==> config.mk <==
export PLATFORM = sky130hd
export DESIGN_NAME = bitplane_unpack_loader
export DESIGN_NICKNAME = d
export VERILOG_FILES = /design/src/rtl/bitplane_unpack_loader_pkg.sv /design/src/rtl/bitplane_unpack_loader_bit_serializer.sv /design/src/rtl/bitplane_unpack_loader.sv
export SDC_FILE = /design/constraint.sdc
export NUM_CORES = 1
export LEC_CHECK = 0
export ABC_AREA = 1
export BUFFER_PORTS_ARGS = -buffer_cell sky130_fd_sc_hd__buf_4
export CAP_MARGIN = 20
export CORE_MARGIN = 8
export CORE_UTILIZATION = 54
export CTS_CLUSTER_SIZE = 8
export DETAILED_ROUTE_END_ITERATION = 16
export PLACE_DENSITY_LB_ADDON = 0.3
export SLEW_MARGIN = 20
export SYNTH_ARGS = -nofsm -noshare
export SYNTH_HDL_FRONTEND = slang
export SYNTH_SLANG_ARGS = --single-unit
==> constraint.sdc <==
create_clock -name clk -period 4.02 [get_ports clk]
set_input_delay 0.804 -clock clk [delete_from_list [all_inputs] [get_ports clk]]
set_output_delay 0.804 -clock clk [all_outputs]
set_load 0.02 [all_outputs]
==> src/rtl/bitplane_unpack_loader_pkg.sv <==
// Shared definitions for the bit-plane unpack loader.
// - state_e   : loader FSM states
// - DEF_*     : default image geometry (16-bit words, 1024 words, 128-pixel rows)
// - NUM_PIX   : pixel count of the default image
// - IMG_H     : row count of the default image
// - on_border : true when a (row, col) pixel lies on the outer image frame
package bitplane_unpack_loader_pkg;

  typedef enum logic [2:0] {
    IDLE,
    FETCH0,
    LOAD0,
    STREAM,
    FINISH
  } state_e;

  localparam int unsigned DEF_SRC_W     = 16;
  localparam int unsigned DEF_SRC_DEPTH = 1024;
  localparam int unsigned DEF_IMG_W     = 128;
  localparam int unsigned NUM_PIX       = DEF_SRC_DEPTH * DEF_SRC_W;
  localparam int unsigned IMG_H         = NUM_PIX / DEF_IMG_W;

  function automatic logic on_border(input int unsigned row, input int unsigned col,
                                     input int unsigned img_h, input int unsigned img_w);
    return (row == 0) || (row == img_h - 1) || (col == 0) || (col == img_w - 1);
  endfunction

endpackage

==> src/rtl/bitplane_unpack_loader_bit_serializer.sv <==
// bit_serializer: holds one W-bit word and presents it one bit per cycle.
// Ports:
//   clk, rstn  - clock, asynchronous active-low reset
//   load       - capture word_in and msb_first, restart at position 0 (wins over advance)
//   advance    - step to the next bit position (wraps W-1 -> 0)
//   msb_first  - 1: bit W-1 is presented first; 0: bit 0 first
//   word_in    - word to serialise
//   cur_bit    - bit at the current position
//   idx        - current position i within the word
module bit_serializer #(
  parameter int unsigned W = 16
) (
  input  logic                 clk,
  input  logic                 rstn,
  input  logic                 load,
  input  logic                 advance,
  input  logic                 msb_first,
  input  logic [W-1:0]         word_in,
  output logic                 cur_bit,
  output logic [$clog2(W)-1:0] idx
);

  localparam int unsigned        IW       = $clog2(W);
  localparam logic [IW-1:0]      IDX_LAST = IW'(W - 1);

  logic [W-1:0]  buf_q, buf_d;
  logic [IW-1:0] idx_q, idx_d;
  logic          msb_q, msb_d;

  // The word is shifted toward the output end, so the current bit is always
  // at a fixed position rather than selected through a wide mux.
  always_comb begin
    buf_d = buf_q;
    idx_d = idx_q;
    msb_d = msb_q;
    if (load) begin
      buf_d = word_in;
      idx_d = '0;
      msb_d = msb_first;
    end else if (advance) begin
      buf_d = msb_q ? {buf_q[W-2:0], 1'b0} : {1'b0, buf_q[W-1:1]};
      idx_d = (idx_q == IDX_LAST) ? '0 : idx_q + IW'(1);
    end
  end

  always_ff @(posedge clk or negedge rstn) begin
    if (!rstn) begin
      buf_q <= '0;
      idx_q <= '0;
      msb_q <= 1'b0;
    end else begin
      buf_q <= buf_d;
      idx_q <= idx_d;
      msb_q <= msb_d;
    end
  end

  assign cur_bit = msb_q ? buf_q[W-1] : buf_q[0];
  assign idx     = idx_q;

endmodule

==> src/rtl/bitplane_unpack_loader.sv <==
// bitplane_unpack_loader: streams packed binary-image words from the source
// ROM and writes one pixel per result-RAM location, one write per cycle.
// Ports:
//   clk, rstn     - clock, asynchronous active-low reset
//   start         - pulse to begin a load (ignored unless idle)
//   msb_first     - pixel order within a word, sampled with start
//   clear_border  - force the outer image frame to 0, sampled with start
//   sti_rd/addr   - ROM read strobe / word address; sti_di valid one cycle later
//   res_wr/addr/do- RAM write enable / linear pixel address / pixel value
//   busy, done    - load in progress / level-high completion flag
module bitplane_unpack_loader
  import bitplane_unpack_loader_pkg::*;
#(
  parameter int unsigned SRC_W     = DEF_SRC_W,
  parameter int unsigned SRC_DEPTH = DEF_SRC_DEPTH,
  parameter int unsigned SRC_AW    = $clog2(DEF_SRC_DEPTH),
  parameter int unsigned DST_AW    = $clog2(NUM_PIX),
  parameter int unsigned DST_DW    = 8,
  parameter int unsigned IMG_W     = NUM_PIX / IMG_H,
  parameter int unsigned FG_VAL    = 1
) (
  input  logic              clk,
  input  logic              rstn,
  input  logic              start,
  input  logic              msb_first,
  input  logic              clear_border,
  output logic              sti_rd,
  output logic [SRC_AW-1:0] sti_addr,
  input  logic [SRC_W-1:0]  sti_di,
  output logic              res_wr,
  output logic [DST_AW-1:0] res_addr,
  output logic [DST_DW-1:0] res_do,
  output logic              busy,
  output logic              done
);

  localparam int unsigned PIX_TOTAL = SRC_DEPTH * SRC_W;
  localparam int unsigned ROWS      = PIX_TOTAL / IMG_W;
  localparam int unsigned IW        = $clog2(SRC_W);
  localparam int unsigned CW        = SRC_AW + 1;

  localparam logic [CW-1:0]     DEPTH_C      = CW'(SRC_DEPTH);
  localparam logic [IW-1:0]     IDX_PREFETCH = IW'(SRC_W - 2);
  localparam logic [IW-1:0]     IDX_LAST     = IW'(SRC_W - 1);
  localparam logic [DST_AW-1:0] ADDR_LAST    = DST_AW'(PIX_TOTAL - 1);
  localparam logic [DST_AW-1:0] COL_LAST     = DST_AW'(IMG_W - 1);
  localparam logic [DST_DW-1:0] FG_C         = DST_DW'(FG_VAL);

  state_e              state_q, state_d;
  logic                busy_q, busy_d;
  logic                done_q, done_d;
  logic                msb_q, msb_d;
  logic                clr_q, clr_d;
  logic                res_wr_q, res_wr_d;
  logic [DST_AW-1:0]   res_addr_q, res_addr_d;
  logic [SRC_AW-1:0]   sti_addr_q, sti_addr_d;
  logic [CW-1:0]       word_cnt_q, word_cnt_d;   // words captured so far this load
  logic [DST_AW-1:0]   col_q, col_d;
  logic [DST_AW-1:0]   row_q, row_d;

  logic                ser_load, ser_adv, ser_bit;
  logic [IW-1:0]       ser_idx;
  logic                more_words;
  logic                border;

  bit_serializer #(.W(SRC_W)) u_ser (
    .clk       (clk),
    .rstn      (rstn),
    .load      (ser_load),
    .advance   (ser_adv),
    .msb_first (msb_q),
    .word_in   (sti_di),
    .cur_bit   (ser_bit),
    .idx       (ser_idx)
  );

  assign more_words = (word_cnt_q < DEPTH_C);

  always_comb begin
    state_d    = state_q;
    busy_d     = busy_q;
    done_d     = done_q;
    msb_d      = msb_q;
    clr_d      = clr_q;
    res_wr_d   = res_wr_q;
    res_addr_d = res_addr_q;
    sti_addr_d = sti_addr_q;
    word_cnt_d = word_cnt_q;
    col_d      = col_q;
    row_d      = row_q;
    ser_load   = 1'b0;
    ser_adv    = 1'b0;

    case (state_q)
      IDLE: begin
        if (start) begin
          state_d    = FETCH0;
          busy_d     = 1'b1;
          done_d     = 1'b0;
          msb_d      = msb_first;
          clr_d      = clear_border;
          sti_addr_d = '0;
          word_cnt_d = '0;
          res_addr_d = '0;
          col_d      = '0;
          row_d      = '0;
        end
      end
      FETCH0: state_d = LOAD0;
      LOAD0: begin
        ser_load = 1'b1;
        res_wr_d = 1'b1;
        state_d  = STREAM;
      end
      STREAM: begin
        ser_adv = 1'b1;
        // The prefetched word arrives at the same edge that retires the last
        // bit of the current one, so streaming never stalls.
        if (ser_idx == IDX_LAST && more_words) ser_load = 1'b1;
        if (res_addr_q == ADDR_LAST) begin
          state_d  = FINISH;
          res_wr_d = 1'b0;
          busy_d   = 1'b0;
          done_d   = 1'b1;
        end else begin
          res_addr_d = res_addr_q + DST_AW'(1);
          if (col_q == COL_LAST) begin
            col_d = '0;
            row_d = row_q + DST_AW'(1);
          end else begin
            col_d = col_q + DST_AW'(1);
          end
        end
      end
      FINISH:  state_d = IDLE;
      default: state_d = IDLE;
    endcase

    // Each captured word points the ROM address at the next word to fetch;
    // after the final word the address keeps the last issued value.
    if (ser_load) begin
      word_cnt_d = word_cnt_q + CW'(1);
      if (word_cnt_d < DEPTH_C) sti_addr_d = word_cnt_d[SRC_AW-1:0];
    end
  end

  always_ff @(posedge clk or negedge rstn) begin
    if (!rstn) begin
      state_q    <= IDLE;
      busy_q     <= 1'b0;
      done_q     <= 1'b0;
      msb_q      <= 1'b0;
      clr_q      <= 1'b0;
      res_wr_q   <= 1'b0;
      res_addr_q <= '0;
      sti_addr_q <= '0;
      word_cnt_q <= '0;
      col_q      <= '0;
      row_q      <= '0;
    end else begin
      state_q    <= state_d;
      busy_q     <= busy_d;
      done_q     <= done_d;
      msb_q      <= msb_d;
      clr_q      <= clr_d;
      res_wr_q   <= res_wr_d;
      res_addr_q <= res_addr_d;
      sti_addr_q <= sti_addr_d;
      word_cnt_q <= word_cnt_d;
      col_q      <= col_d;
      row_q      <= row_d;
    end
  end

  assign border = on_border(32'(row_q), 32'(col_q), ROWS, IMG_W);

  // Strobe and pixel value are decoded from registered state only, so they
  // line up with the serializer position without an extra pipeline stage.
  assign sti_rd   = (state_q == FETCH0) ||
                    (state_q == STREAM && ser_idx == IDX_PREFETCH && more_words);
  assign sti_addr = sti_addr_q;
  assign res_wr   = res_wr_q;
  assign res_addr = res_addr_q;
  assign res_do   = (res_wr_q && ser_bit && !(clr_q && border)) ? FG_C : '0;
  assign busy     = busy_q;
  assign done     = done_q;

endmodule

# Word-level counts from Yosys, hierarchy flattened
# Index checks and enable logic that the tools add are counted.
# W data, S select, Z words.
dict set report totals {
  reg_bits 92
  in_bits 21
}
dict set report classes {
  n_lt_le_gt_ge 2
  n_mux 37
  n_reduce_logical 26
  add_sub_neg 5
  n_eq_ne 12
}
# operator count
set op_table {}
lappend op_table {{$mux W14} 6}
lappend op_table {{$pmux W14 S2} 3}
lappend op_table {{$mux W16} 3}
lappend op_table {{$add A14 B1 Y14 const B} 3}
lappend op_table {{$mux W10} 4}
lappend op_table {{$mux W11} 3}
lappend op_table {{$eq A14 B7 Y1 const B} 2}
lappend op_table {{$logic_not A14 Y1} 2}
lappend op_table {{$lt A11 B11 Y1 const B} 2}
lappend op_table {{$eq A14 B14 Y1 const B} 1}
lappend op_table {{$mux W4} 3}
lappend op_table {{$pmux W3 S4} 1}
lappend op_table {{$add A11 B1 Y11 const B} 1}
lappend op_table {{$reduce_bool A2 Y1} 5}
lappend op_table {{$eq A4 B4 Y1 const B} 2}
lappend op_table {{$mux W1} 8}
lappend op_table {{$ne A2 B2 Y1 const B} 4}
lappend op_table {{$pmux W1 S2} 4}
lappend op_table {{$reduce_and A2 Y1} 4}
lappend op_table {{$eq A3 B2 Y1 const B} 2}
lappend op_table {{$logic_and A1 B1 Y1} 6}
lappend op_table {{$mux W3} 2}
lappend op_table {{$reduce_and A3 Y1} 2}
lappend op_table {{$add A4 B1 Y4 const B} 1}
lappend op_table {{5 further kinds} 8}

# Logic depth before layout (Yosys ltp)
# Gate-level depths: netlist of run 1.
dict set report logic_depth {
  depth_word 8
  ltp_mapped 12
}

# By module
# Synthesis of run 1 repeated with hierarchy kept, for this count alone.
dict set report unflattened {
  hier_cells 747
  area_unflattened_um2 5590.4
}
# module seq_area_each_um2 cells_per_inst area_each_um2 n_inst
set modules_own_cells {}
lappend modules_own_cells {bitplane_unpack_loader 1776.7 620 4444.3 1}
lappend modules_own_cells {bit_serializer 525.5 127 1146.1 1}

# Worst setup path before layout of run 1
# No wires, ideal clock.
dict set report synth_timing {
  kind {register to output}
  start {register col_q[0]}
  end {output res_do[0]}
  required_time_ns 3.216
  n_path_buf 0
  setup_slack_ns 1.840
  arrival_ns 1.376
  path_stages_with_launch 7
  path_cell_list {dfrtp_1 ha_1 nand3_1 nor3_1 nand2_1 nand3_1 a21oi_1}
}
dict set report synth_via {
  elab_chain_cells 7
  elab_cells_between_ends 8
  cone_classes {eq/ne: 1; mux: 1; reduce/logical: 6}
}
# element line
set synth_lines {}
lappend synth_lines {{start: declaration} bitplane_unpack_loader.sv:58} ;# logic [DST_AW-1:0] col_q, col_d;
lappend synth_lines {{start signal: assignment} bitplane_unpack_loader.sv:170} ;# col_q <= col_d;
lappend synth_lines {{$logic_not A14 Y1} bitplane_unpack_loader_pkg.sv:25} ;# return (row == 0) || (row == img_h - 1) || (col == 0) || (col == img_w - 1);
lappend synth_lines {{$logic_or A1 B1 Y1} bitplane_unpack_loader_pkg.sv:25}
lappend synth_lines {{$logic_or A1 B1 Y1 (*)} bitplane_unpack_loader_pkg.sv:25}
lappend synth_lines {{$logic_and A1 B1 Y1 (*)} bitplane_unpack_loader.sv:184} ;# assign res_do = (res_wr_q && ser_bit && !(clr_q && border)) ? FG_C : '0;
lappend synth_lines {{$logic_not A1 Y1 (*)} bitplane_unpack_loader.sv:184}
lappend synth_lines {{$logic_and A1 B1 Y1 (*)} bitplane_unpack_loader.sv:184}
lappend synth_lines {{$mux W1 (*)} bitplane_unpack_loader.sv:184}
lappend synth_lines {{end: declaration} bitplane_unpack_loader.sv:32} ;# output logic [DST_DW-1:0] res_do,
# Every way passes the cells marked *; elsewhere a longest branch is shown, timed or not.

# Final worst setup path of run 1
# Ends and elaborated chain as after synthesis.

==> results of run 1 <==
kinds of logic (layout without fill, tap and decap cells):
group | Yosys count | after routing | synth area share [%]
buffers and inverters | 105 | 143 | 8.52
XOR/XNOR | 16 | 16 | 2.57
other | 1 | 7 | 0.0688
adder cells (fa/ha/maj) | 8 | 8 | 1.84
AND/OR/NAND/NOR | 448 | 448 | 35.0
AO/OA/AOI/OAI | 101 | 101 | 9.73
flip-flops | 92 | 92 | 42.2
worst max-delay path, cell delays in order, from the launching register on:
cell and delay, ps:
dfrtp_1 410, ha_1 260, nand3_1 180, nor3_1 420
nand2_1 190, nand3_1 130, a21oi_1 70, buf_4 170
sequential cells by signal (all words and copies together), names as in the netlist:
name and cells:
busy 1, clr_q 1, done 1, col_q 14, sti_addr 10, res_addr 14
u_ser.msb_q 1, u_ser.buf_q 16, u_ser.idx 4, state_q 3, res_wr 1, word_cnt_q 11
row_q 14, msb_q 1
how the worst min path moves through the flow:
stage | from | to | slack [ps] | depth (start not counted)
final | rstn | col_q[11]$_DFFE_PN0P_ | 370 | 1
after global routing | rstn | res_addr[9]$_DFFE_PN0P_ | 400 | 1
after CTS | u_ser.buf_q[7]$_DFFE_PN0P_ | u_ser.buf_q[7]$_DFFE_PN0P_ | 500 | 2
after detailed placement | clr_q$_DFFE_PN0P_ | clr_q$_DFFE_PN0P_ | 470 | 2
after global placement | clr_q$_DFFE_PN0P_ | clr_q$_DFFE_PN0P_ | 470 | 2
after floorplan | clr_q$_DFFE_PN0P_ | clr_q$_DFFE_PN0P_ | 450 | 2
stage by stage:
| stage | setup WS (ps) | total power (W) | hold slack, ps |
|---|---|---|---|
| after floorplan | 1840 | 0.000954 | 449 |
| after global placement | 1350 | 0.000983 | 469 |
| after global routing | 854 | 0.00166 | 396 |
| after detailed placement | 1250 | 0.000983 | 474 |
| final | 1030 | 0.00160 | 374 |
| after CTS | 1020 | 0.00161 | 495 |
power by group through the flow:
| stage | logic (W) | registers, W | clock network [W] |
|---|---|---|---|
| floorplan | 0.0000111 | 0.000943 | 0 |
| global placement | 0.0000400 | 0.000943 | 0 |
| detailed placement | 0.0000405 | 0.000943 | 0 |
| CTS | 0.0000406 | 0.000925 | 0.000649 |
| global route | 0.0000484 | 0.000925 | 0.000685 |
| finish | 0.0000428 | 0.000924 | 0.000637 |
cells in the final DEF (no fill, tap or decap), types with 3 or more instances in the layout:
master / netlist / layout
nand2_1: 243 / 243
nor2_1: 101 / 101
dfrtp_1: 92 / 92
inv_1: 70 / 70
nand3_1: 67 / 67
o21ai_0: 56 / 56
buf_4: 12 / 50
o21ai_1: 20 / 20
a21oi_1: 14 / 14
xor2_1: 13 / 13
clkbuf_8: 0 / 10
nand4_1: 9 / 9
ha_1: 8 / 8
conb_1: 1 / 7
inv_2: 6 / 6
nor2_4: 5 / 5
nand2_2: 5 / 5
nand2_4: 4 / 4
nor3_1: 4 / 4
o21bai_1: 4 / 4
xnor2_1: 3 / 3
nor2_2: 3 / 3
layout make-up:
cell class	instances	share of cell area, %
clock buffers	10	2.27
inverters	76	4.70
flip-flops and latches	92	38.0
well taps	133	2.74
clock inverters	6	1.05
multi-input cells	580	44.6
repair buffers	51	6.64
metal layers:
metal  vias to the layer above  global-route usage (%)  wire length (um)
li1                       2508                       -                 -
met1                      2376                    24.4              5670
met3                        13                    3.52               450
met4                         0                    5.62               127
met2                        83                    35.2              6420
met5                         -                       0                 0
==> results.cfg, run 1 <==
[global_route]
grt_max_degree = 78
grt_overflow = 0
antenna_found_initial = 0
globalRouteTotalUtil_pct = 19.9
grt_pass1_wl_um = 21900
grt_pass1_vias = 4854

[finish]
regArea_um2 = 2300
multiInputGateArea_um2 = 2710
fill_cells = 911
drive_gt1_share_pct = 11.5
finish.utilization_pct = 62.0
stdcell_count = 948
area_growth_pct = 11.3
post-route-cell-area_um2 = 6060
insertedDiodeCount = 0
fin_nets = 839

[setup_path]
r2r_end = row_q[12]$_DFFE_PN0P_
cp-endpoint = res_do[0]
crit_path_start = col_q[0]$_DFFE_PN0P_
r2r_cells = 8
critical_path_arrival_ps = 2190
endpoint_kind = output pin
rrSetupSlack_ps = 1220
startpoint_type = flop
crit_fanout = 4
rr_startpoint = state_q[2]$_DFFE_PN0P_
cp_data_required_time_ps = 3220
crit_type = reg -> out

[placement]
placed_area_um2 = 5840
placed_cells = 931
portBuffers = 49
gp_congestion = 0.907
dp_hpwl_um = 8880

[power_and_ir_drop]
switching_power_w = 0.000361
ir_drop_mv = 0.191
powerDensity_nw_per_um2 = 265
p_leak_nw = 3.07
internal_power_w = 0.00124
p_seq_share_pct = 57.6
comb_power_share_pct = 2.7
p_clk_share_pct = 39.7
switching_share_pct = 22.5

[timing]
finClkSkew_ps = 13.0
period_share_pct = 74.5
setup_tns_ps = 0
fin_crit_ps = 2990
setup_viol = 0
worst_pin_slew_ps = 633
rsz0062_at_grt = false
slew_headroom_pct = 57.7
final_max_slew_viol_count = 0
fmax_ghz = 0.334
finalHoldViolations = 0

[synth]
netlist_area_um2 = 5450
ys_top_cells_by_area = dfrtp_1 (42%), nand2_1 (17%), nor2_1 (7.0%)
synth_cells = 771
synthArstFlopShare_pct = 100
yosysTopAreaCellShare_pct = 42.2
ys.warnings.count = 0
synth_flop_cell = dfrtp_1
syn_area_per_cell_um2 = 7.07
yosysTopAreaCell = dfrtp_1
synth_most_common_cell = nand2_1
synth-seq-area-share_pct = 42.2
synth_common_cells = nand2_1 (243), nor2_1 (101), dfrtp_1 (92)
synth_cell_type_count = 36
synth_seq_cells = 92
synth_edf_count = 0

[die]
placement_rows = 36
pin_count = 57
design.die.area_um2 = 13600
die_y_um = 116
core-area_um2 = 9770
die_x_um = 116
start_util_pct = 55.8

[clock_network]
cts.htree.levels = 3
clk_path_buf_depth = 2
ctsResizeCount = 0
clock_latency_ps = 360
cts_setup_buffers = 0
ctsHoldBuffers = 0
clock-sinks = 92
clk_pin_slew_ps = 100
cts_buffers = 9
cts-root-buf = clkbuf_8
cts_tree = done

[worst_hold_path]
hp-class = in -> async

[route]
routed_wirelength_um = 12700
viasPerCell = 5.25
first_pass_iters = 5
drc_errors = 0
wire_per_inst_um = 13.4
drt_iter0_markers = 296
postRouteAntennaNets = 0
dr_total_vias = 4980

[job]
maxCapViolations = 0

[outcome]
outcome = complete, no violations
Note: power is estimated with default switching activity, not from simulation.
==> run 2, diff against run 1 <==
==> constraint.sdc (replaced) <==
create_clock -name clk -period 3.1 [get_ports clk]
set_input_delay 0.62 -clock clk [delete_from_list [all_inputs] [get_ports clk]]
set_output_delay 0.62 -clock clk [all_outputs]
set_load 0.02 [all_outputs]
==> results.cfg, run 2 (synthesis results as in run 1) <==
[outcome]
outcome = complete, no violations

[finish]
largest_reg_flops = 16
insertedDiodeCount = 0
final_common_cell = nand2_1
final_cell_mix = nand2_1 (243), nor2_1 (101), dfrtp_1 (92)
fin_nets = 840
area_growth_pct = 10.9
drive_gt1_share_pct = 11.3
top_register = u_ser.buf_q

[clock_network]
cts_setup_buffers = 0
cts-root-buf = clkbuf_8
clock-sinks = 92
ctsHoldBuffers = 0
clk_pin_slew_ps = 80
cts_buffers = 9
cts_tree = done
cts.htree.levels = 3
clock_latency_ps = 360
ctsResizeCount = 0
clk_path_buf_depth = 2

[route]
highest_layer = met4
routed-wl-met3_um = 618
drt_iter0_markers = 278
wl_met2_um = 6220
first_pass_iters = 5
dr_total_vias = 4961
wire_per_inst_um = 13.4
wl_met1_um = 5610
postRouteAntennaNets = 0
routed_wirelength_um = 12700
drc_errors = 0
viasPerCell = 5.23

[placement]
post-place-ws_ps = 845
dp_hpwl_um = 8940
portBuffers = 49
gp_congestion = 0.894

[setup_path]
cp_data_required_time_ps = 2480
endpoint_kind = output pin
crit_fanout = 4
crit_type = reg -> out
startpoint_type = flop
critical_path_arrival_ps = 2050

[timing]
period_share_pct = 86.0
final_max_slew_viol_count = 0
worst_pin_slew_ps = 713
setup_tns_ps = 0
finClkSkew_ps = 8.97
rsz0062_at_grt = false
setup_slack_ps = 433
finalHoldViolations = 0
setup_viol = 0
slew_headroom_pct = 52.4
fmax_ghz = 0.375
fin_crit_ps = 2670
worst_hold_slack_ps = 290

[power_and_ir_drop]
switching_power_w = 0.000447
p_clk_share_pct = 38.1
internal_power_w = 0.00158
comb_power_share_pct = 2.6
switching_share_pct = 22.1
p_leak_nw = 3.07
total_power_w = 0.00202
powerDensity_nw_per_um2 = 335
p_seq_share_pct = 59.3
ir_drop_mv = 0.248

[die]
core-area_um2 = 9770
start_util_pct = 55.8
die_x_um = 116
placement_rows = 36
die_y_um = 116
design.die.area_um2 = 13600
pin_count = 57

[global_route]
antenna_found_initial = 0
globalRouteTotalUtil_pct = 19.9
grt_overflow = 0
grt_pass1_vias = 4840
grt_pass1_wl_um = 21900
grt_max_degree = 55

[worst_hold_path]
hp-class = in -> async

[job]
maxCapViolations = 0
run 2: final timing paths:
path | startpoint | cells after the start | slack (ps) | endpoint
max | col_q[0]$_DFFE_PN0P_ | 7 | 430 | res_do[0]
max reg2reg | state_q[2]$_DFFE_PN0P_ | 8 | 900 | row_q[12]$_DFFE_PN0P_
min in group clk | clear_border | 3 | 470 | clr_q$_DFFE_PN0P_
max in group asynchronous | rstn | 2 | 2150 | done$_DFFE_PN0P_
min | rstn | 1 | 290 | res_addr[3]$_DFFE_PN0P_
min reg2reg | u_ser.buf_q[3]$_DFFE_PN0P_ | 2 | 490 | u_ser.buf_q[3]$_DFFE_PN0P_
run 2: metal layers:
| metal | vias up | GRT usage (%) |
|---|---|---|
| li1 | 2508 | - |
| met2 | 116 | 34.6 |
| met1 | 2317 | 24.3 |
| met5 | - | 0 |
| met3 | 20 | 3.46 |
| met4 | 0 | 6.83 |
run 2: power groups by stage:
| stage | clock, W | sequential, W | combinational, W |
|---|---|---|---|
| global route | 0.000835 | 0.00120 | 0.0000607 |
| detailed placement | 0 | 0.00122 | 0.0000558 |
| finish | 0.000770 | 0.00120 | 0.0000535 |
| CTS | 0.000786 | 0.00120 | 0.0000557 |
| floorplan | 0 | 0.00122 | 0.0000143 |
| global placement | 0 | 0.00122 | 0.0000541 |
run 2: through the flow:
stage                     util (%)  cell area [um2]  instances
after global routing          61.8             6040        949
after global placement        60.0             5860        933
after floorplan                  -             5470        777
final                         61.8             6040        949
after CTS                     61.8             6040        949
after detailed placement      60.0             5860        933
run 2: layout make-up:
class                   instances  area (um2)
inverters                      76         285
multi-input cells             580        2710
well taps                     133         166
clock inverters                 1        5.00
clock buffers                  15         176
repair buffers                 52         403
fillers                       914        3730
flip-flops and latches         92        2300
run 2: critical path: stages, from the launching register on:
cell and delay (ps):
dfrtp_1 400, ha_1 250, nand3_1 200, nor3_1 310
nand2_1 150, nand3_1 120, a21oi_1 80, buf_4 170
